`config.mk`:
```
export PLATFORM = sky130hd
export DESIGN_NAME = mem_arbiter
export DESIGN_NICKNAME = d
export VERILOG_FILES = /design/src/rtl/cpu_defs.sv /design/src/rtl/arb_starve_ctr.sv /design/src/rtl/mem_arbiter.sv
export SDC_FILE = /design/constraint.sdc
export NUM_CORES = 1
export LEC_CHECK = 0
export ABC_CLOCK_PERIOD_IN_PS = 11450
export CAP_MARGIN = 20
export CORE_ASPECT_RATIO = 1.4
export CORE_MARGIN = 2
export CORE_UTILIZATION = 30
export CTS_CLUSTER_DIAMETER = 120
export CTS_CLUSTER_SIZE = 24
export DETAILED_ROUTE_END_ITERATION = 10
export PLACE_DENSITY_LB_ADDON = 0.25
export RECOVER_POWER = 25
export SLEW_MARGIN = 15
export SYNTH_ARGS = -nofsm -noshare
export SYNTH_HDL_FRONTEND = slang
export SYNTH_SLANG_ARGS = --single-unit
```
`constraint.sdc`:
```
create_clock -name clk -period 11.45 [get_ports clk]
set_input_delay 2.8625 -clock clk [delete_from_list [all_inputs] [get_ports clk]]
set_output_delay 2.8625 -clock clk [all_outputs]
set_load 0.05 [all_outputs]
```
`src/rtl/cpu_defs.sv`:
```
// cpu_defs -- shared CPU bus definitions.
// Holds the default bus widths used across the core, plus the state and
// owner encodings of the unified-memory arbiter (mem_arbiter).
package cpu_defs;

  localparam int unsigned BUS_ADDR_W = 32;
  localparam int unsigned BUS_DATA_W = 32;

  // Arbiter FSM: at most one memory transaction outstanding.
  typedef enum logic [1:0] {
    ARB_IDLE   = 2'd0,
    ARB_BUSY_I = 2'd1,
    ARB_BUSY_D = 2'd2
  } arb_state_t;

  // Which requester wins the current arbitration cycle.
  typedef enum logic [1:0] {
    OWNER_NONE = 2'd0,
    OWNER_I    = 2'd1,
    OWNER_D    = 2'd2
  } arb_owner_t;

  // State entered after an arbitration cycle won by the given owner.
  function automatic arb_state_t busy_state(input arb_owner_t owner);
    arb_state_t s;
    unique case (owner)
      OWNER_I: s = ARB_BUSY_I;
      OWNER_D: s = ARB_BUSY_D;
      default: s = ARB_IDLE;
    endcase
    return s;
  endfunction

endpackage

```
`src/rtl/arb_starve_ctr.sv`:
```
// arb_starve_ctr -- fetch starvation counter for mem_arbiter.
// Counts data-side grants issued while the fetch side is waiting; cleared by
// a fetch grant or whenever the fetch side is not requesting. Saturates at
// STARVE_MAX, at which point 'starved' tells the arbiter to favour fetch.
// Ports:
//   clk, reset   clock, asynchronous active-high reset
//   i_req        fetch request pending
//   i_grant      fetch grant issued this cycle
//   d_grant      data grant issued this cycle
//   starved      counter has reached STARVE_MAX
module arb_starve_ctr
  import cpu_defs::*;
#(
  parameter int unsigned STARVE_MAX = 4
) (
  input  logic clk,
  input  logic reset,
  input  logic i_req,
  input  logic i_grant,
  input  logic d_grant,
  output logic starved
);

  localparam int unsigned CNT_W = (STARVE_MAX < 1) ? 1 : $clog2(STARVE_MAX + 1);
  localparam logic [CNT_W-1:0] CNT_MAX = CNT_W'(STARVE_MAX);

  logic [CNT_W-1:0] cnt;

  always_ff @(posedge clk or posedge reset) begin
    if (reset) begin
      cnt <= '0;
    end else if (i_grant || !i_req) begin
      cnt <= '0;
    end else if (d_grant && (cnt != CNT_MAX)) begin
      cnt <= cnt + 1'b1;
    end
  end

  assign starved = (cnt == CNT_MAX);

endmodule

```
`src/rtl/mem_arbiter.sv`:
```
// mem_arbiter -- two-port (fetch / data) arbiter onto one unified memory bus.
// Fixed priority data over fetch, one transaction outstanding. Grants are
// combinational in the IDLE arbitration cycle; the winning request is
// registered onto mem_* at that edge and held until mem_ack. Completion is
// reported one cycle after mem_ack on the owning side's rvalid/rdata.
// Optional feature (macro MEM_ARB_STARVE_GUARD_EN): after STARVE_MAX
// consecutive data grants while fetch waits, the next arbitration with a
// fetch request grants fetch. Without the macro, data has strict priority.
// Ports:
//   clk, reset                        clock, asynchronous active-high reset
//   i_req/i_addr -> i_gnt             fetch request / accept pulse
//   i_rvalid/i_rdata                  fetch completion and read data
//   d_req/d_we/d_wstrb/d_addr/d_wdata -> d_gnt   data request / accept pulse
//   d_rvalid/d_rdata                  data completion and read data
//   mem_req/mem_we/mem_wstrb/mem_addr/mem_wdata  registered memory request
//   mem_ack/mem_rdata                 memory completion and read data
module mem_arbiter
  import cpu_defs::*;
#(
  parameter int unsigned ADDR_W     = BUS_ADDR_W,
  parameter int unsigned DATA_W     = BUS_DATA_W,
  parameter int unsigned STARVE_MAX = 4
) (
  input  logic                clk,
  input  logic                reset,
  // fetch side
  input  logic                i_req,
  input  logic [ADDR_W-1:0]   i_addr,
  output logic                i_gnt,
  output logic                i_rvalid,
  output logic [DATA_W-1:0]   i_rdata,
  // data side
  input  logic                d_req,
  input  logic                d_we,
  input  logic [DATA_W/8-1:0] d_wstrb,
  input  logic [ADDR_W-1:0]   d_addr,
  input  logic [DATA_W-1:0]   d_wdata,
  output logic                d_gnt,
  output logic                d_rvalid,
  output logic [DATA_W-1:0]   d_rdata,
  // unified memory
  output logic                mem_req,
  output logic                mem_we,
  output logic [DATA_W/8-1:0] mem_wstrb,
  output logic [ADDR_W-1:0]   mem_addr,
  output logic [DATA_W-1:0]   mem_wdata,
  input  logic                mem_ack,
  input  logic [DATA_W-1:0]   mem_rdata
);

  arb_state_t state;
  arb_owner_t owner;
  logic       starved;

`ifdef MEM_ARB_STARVE_GUARD_EN
  arb_starve_ctr #(
    .STARVE_MAX(STARVE_MAX)
  ) u_starve_ctr (
    .clk    (clk),
    .reset  (reset),
    .i_req  (i_req),
    .i_grant(i_gnt),
    .d_grant(d_gnt),
    .starved(starved)
  );
`else
  assign starved = 1'b0;
`endif

  // Arbitration only happens in IDLE; a saturated starvation count lets a
  // waiting fetch request jump ahead of data.
  always_comb begin
    owner = OWNER_NONE;
    if (state == ARB_IDLE) begin
      if (i_req && starved) begin
        owner = OWNER_I;
      end else if (d_req) begin
        owner = OWNER_D;
      end else if (i_req) begin
        owner = OWNER_I;
      end
    end
  end

  assign i_gnt = (owner == OWNER_I);
  assign d_gnt = (owner == OWNER_D);

  always_ff @(posedge clk or posedge reset) begin
    if (reset) begin
      state     <= ARB_IDLE;
      mem_req   <= 1'b0;
      mem_we    <= 1'b0;
      mem_wstrb <= '0;
      mem_addr  <= '0;
      mem_wdata <= '0;
      i_rvalid  <= 1'b0;
      d_rvalid  <= 1'b0;
      i_rdata   <= '0;
      d_rdata   <= '0;
    end else begin
      i_rvalid <= 1'b0;
      d_rvalid <= 1'b0;
      unique case (state)
        ARB_IDLE: begin
          // mem_ack is ignored here: mem_req is low in IDLE.
          state   <= busy_state(owner);
          mem_req <= (owner != OWNER_NONE);
          if (owner == OWNER_D) begin
            mem_we    <= d_we;
            mem_wstrb <= d_wstrb;
            mem_addr  <= d_addr;
            mem_wdata <= d_wdata;
          end else if (owner == OWNER_I) begin
            mem_we    <= 1'b0;
            mem_wstrb <= '0;
            mem_addr  <= i_addr;
            mem_wdata <= '0;
          end
        end
        ARB_BUSY_I: begin
          if (mem_ack) begin
            mem_req  <= 1'b0;
            i_rvalid <= 1'b1;
            i_rdata  <= mem_rdata;
            state    <= ARB_IDLE;
          end
        end
        ARB_BUSY_D: begin
          if (mem_ack) begin
            mem_req  <= 1'b0;
            d_rvalid <= 1'b1;
            d_rdata  <= mem_rdata;
            state    <= ARB_IDLE;
          end
        end
        default: begin
          mem_req <= 1'b0;
          state   <= ARB_IDLE;
        end
      endcase
    end
  end

endmodule

```
==> impl_metrics.yaml <==
status:
  run_status: "finished, violations left"
  violations: "capacitance limit, slew limit"
clock_tree:
  cts_resized: 0
  cts_tree: "built"
  ctsHoldBuffers: 0
  cts_max_path_buffers: 2
  numCtsBuffers: 17
  postCtsSetupRepairBufs: 0
  clock_sinks: 138
  clock_latency_ns: 0.40
  path_clk_slew_ns: 0.06
  cts_root_buf: "clkbuf_16"
  htree_levels: 4
timing:
  finalSetupViolations: 0
  period_needed_ns: 7.86
  rsz0062_at_grt: "false"
  timing.setup.tns_ns: 0
  final_hold_viol_count: 0
  finalMaxSlewViolations: 135
  fmax_mhz: 127
  finalClockSkew_ns: 0.00549
  holdWs_ns: 0.504
  fin_crit_sh_pct: 68.7
  relSlewSlack_pct: -94.9
  tightest_slew_ns: 2.91
floorplan:
  die_w_um: 125
  start_util_pct: 30.3
  rows: 62
  core_area_sq_mm: 0.0203
  io_pins: 276
  fp.dieH_um: 174
  fp.dieArea_sq_mm: 0.0217
setup_path:
  crit_type: "in -> out"
  rr_worst_depth: 7
  required_ns: 8.59
  endpoint_kind: "primary output"
  critPathMaxFanout: 10
  rr_startpoint: "state[0]"
  r2r-end: "mem_addr[6]"
  arrival_ns: 5.00
  r2r_slack_ns: 8.69
  cp-start-kind: "primary input"
global_routing:
  grt_start_max_net_pins: 74
  grt_pass1_vias: 4763
  antenna_found_initial: 0
  grtUsageTotal_pct: 14.5
  grt_pass1_wl_um: 25000
  grt-ovfl-total: 0
worst_hold_path:
  min_path_type: "reg -> reg"
  hp-start: "d_rdata[29]"
  hold-path-cell-count: 1
  worstHoldEndpoint: "d_rdata[29]"
routing:
  num_vias: 4312
  drc: 0
  firstDrtPassIters: 4
  wl_per_cell_um: 16.2
  ant_nets: 0
  finalWirelength_um: 15700
  viasPerCell: 4.43
  drtIter0Drc: 111
pwr:
  p_total_mw: 3.34
  leakagePower_nw: 4.25
  peakVddDrop_mv: 0.142
  powerDensity_mw_per_mm2: 343
placed_design:
  io_buffers: 275
  place.gp.congestion: 0.744
  dpl.hpwl_um: 11600
cells_and_area:
  drive_above_1_share_pct: 23.2
  fillers: 1851
  area_growth_pct: 57.7
  n_antenna_cell: 0
  final_cell_mix: "clkdlybuf4s50_1 (272), dfrtp_1 (138), mux2_2 (67)"
  final_common_cell: "clkdlybuf4s50_1"
  nets: 851
yosys:
  syn_inst: 426
  syn_avg_cell_area_sq_um: 14.5
  ys_seq_area_share_pct: 56.0
  synth.distinct_cells: 18
  yosysWarnings: 0
  syn_nets: 572
  synth-seq-cells: 138
  netlist_area_sq_mm: 0.00617
flow_run:
  cap_violations: 3
[state kept, by name (all words and copies together), names as in the netlist]
signal,count
state,2
mem_we,1
i_rvalid,1
mem_req,1
mem_wstrb,4
mem_addr,32
d_rvalid,1
mem_wdata,32
i_rdata,32
d_rdata,32
[critical path: stages]
cell	delay, ns
dlygate4sd3_1	0.54
and3b_1	0.21
inv_1	0.11
ha_2	0.40
clkdlybuf4s50_1	0.87
[per-layer routing]
layer,vias to the layer above,GRT usage [%],part of all wire (%)
met5,-,0,0
met4,0,4.77,1.3
met3,10,4.85,6.6
met2,160,26.2,53
met1,2176,16.0,39
li1,1966,-,-
[kinds of logic after synthesis]
family        share of synthesized area [%]
mux                                    33.5
flops                                  56.0
buf+inv                                5.70
simple gates                           3.12
fa+ha+maj                              1.62
[power by group]
group	switching (mW)	leakage [nW]	internal, mW
clock	0.221	0.285	0.333
sequential	0.125	1.71	0.721
combinational	1.18	2.26	0.760
[layout make-up]
class / instances / area (sq um) / area share (%)
clock buffers: 18 / 439 / 4.52
well taps: 256 / 320 / 3.29
clock inverters: 13 / 158 / 1.62
repair buffers: 282 / 2820 / 29.0
multi-input cells: 222 / 2360 / 24.3
inverters: 44 / 166 / 1.71
flip-flops and latches: 138 / 3450 / 35.5
[stage by stage]
stage                     setup slack (ns)  cells  utilization, %  area (sq um)
after global routing                  3.49    973            47.8          9720
after detailed placement              2.99    941            44.9          9120
after CTS                             2.99    972            47.8          9710
final                                 3.59    973            47.8          9720
after floorplan                       4.89    426               -          6170
after global placement                3.06    940            44.8          9100
[cell usage after synthesis]
library cell,n,area share [%]
and3b_1,1,0.14
buf_1,1,0.061
buf_12,1,0.32
buf_2,7,0.57
buf_4,2,0.24
buf_6,8,1.5
buf_8,1,0.24
clkbuf_1,2,0.12
dfrtp_1,138,56
ha_1,8,1.6
inv_1,44,2.7
mux2_1,2,0.37
mux2_2,67,12
mux2_4,60,15
mux2i_1,39,6.3
nand2_1,42,2.6
nor2b_1,2,0.20
nor2b_4,1,0.22
[worst max-delay path by stage]
stage          startpoint    endpoint  slack, ns  cells past startpoint
6_report            d_req       d_gnt       3.59                      5
5_1_grt             d_req       d_gnt       3.49                      5
4_1_cts             d_req       d_gnt       2.99                      5
3_5_place_dp        d_req       d_gnt       2.99                      5
3_3_place_gp        d_req       d_gnt       3.06                      5
2_1_floorplan       reset  d_rdata[0]       4.89                      1
Note: power is estimated with default switching activity, not from simulation.
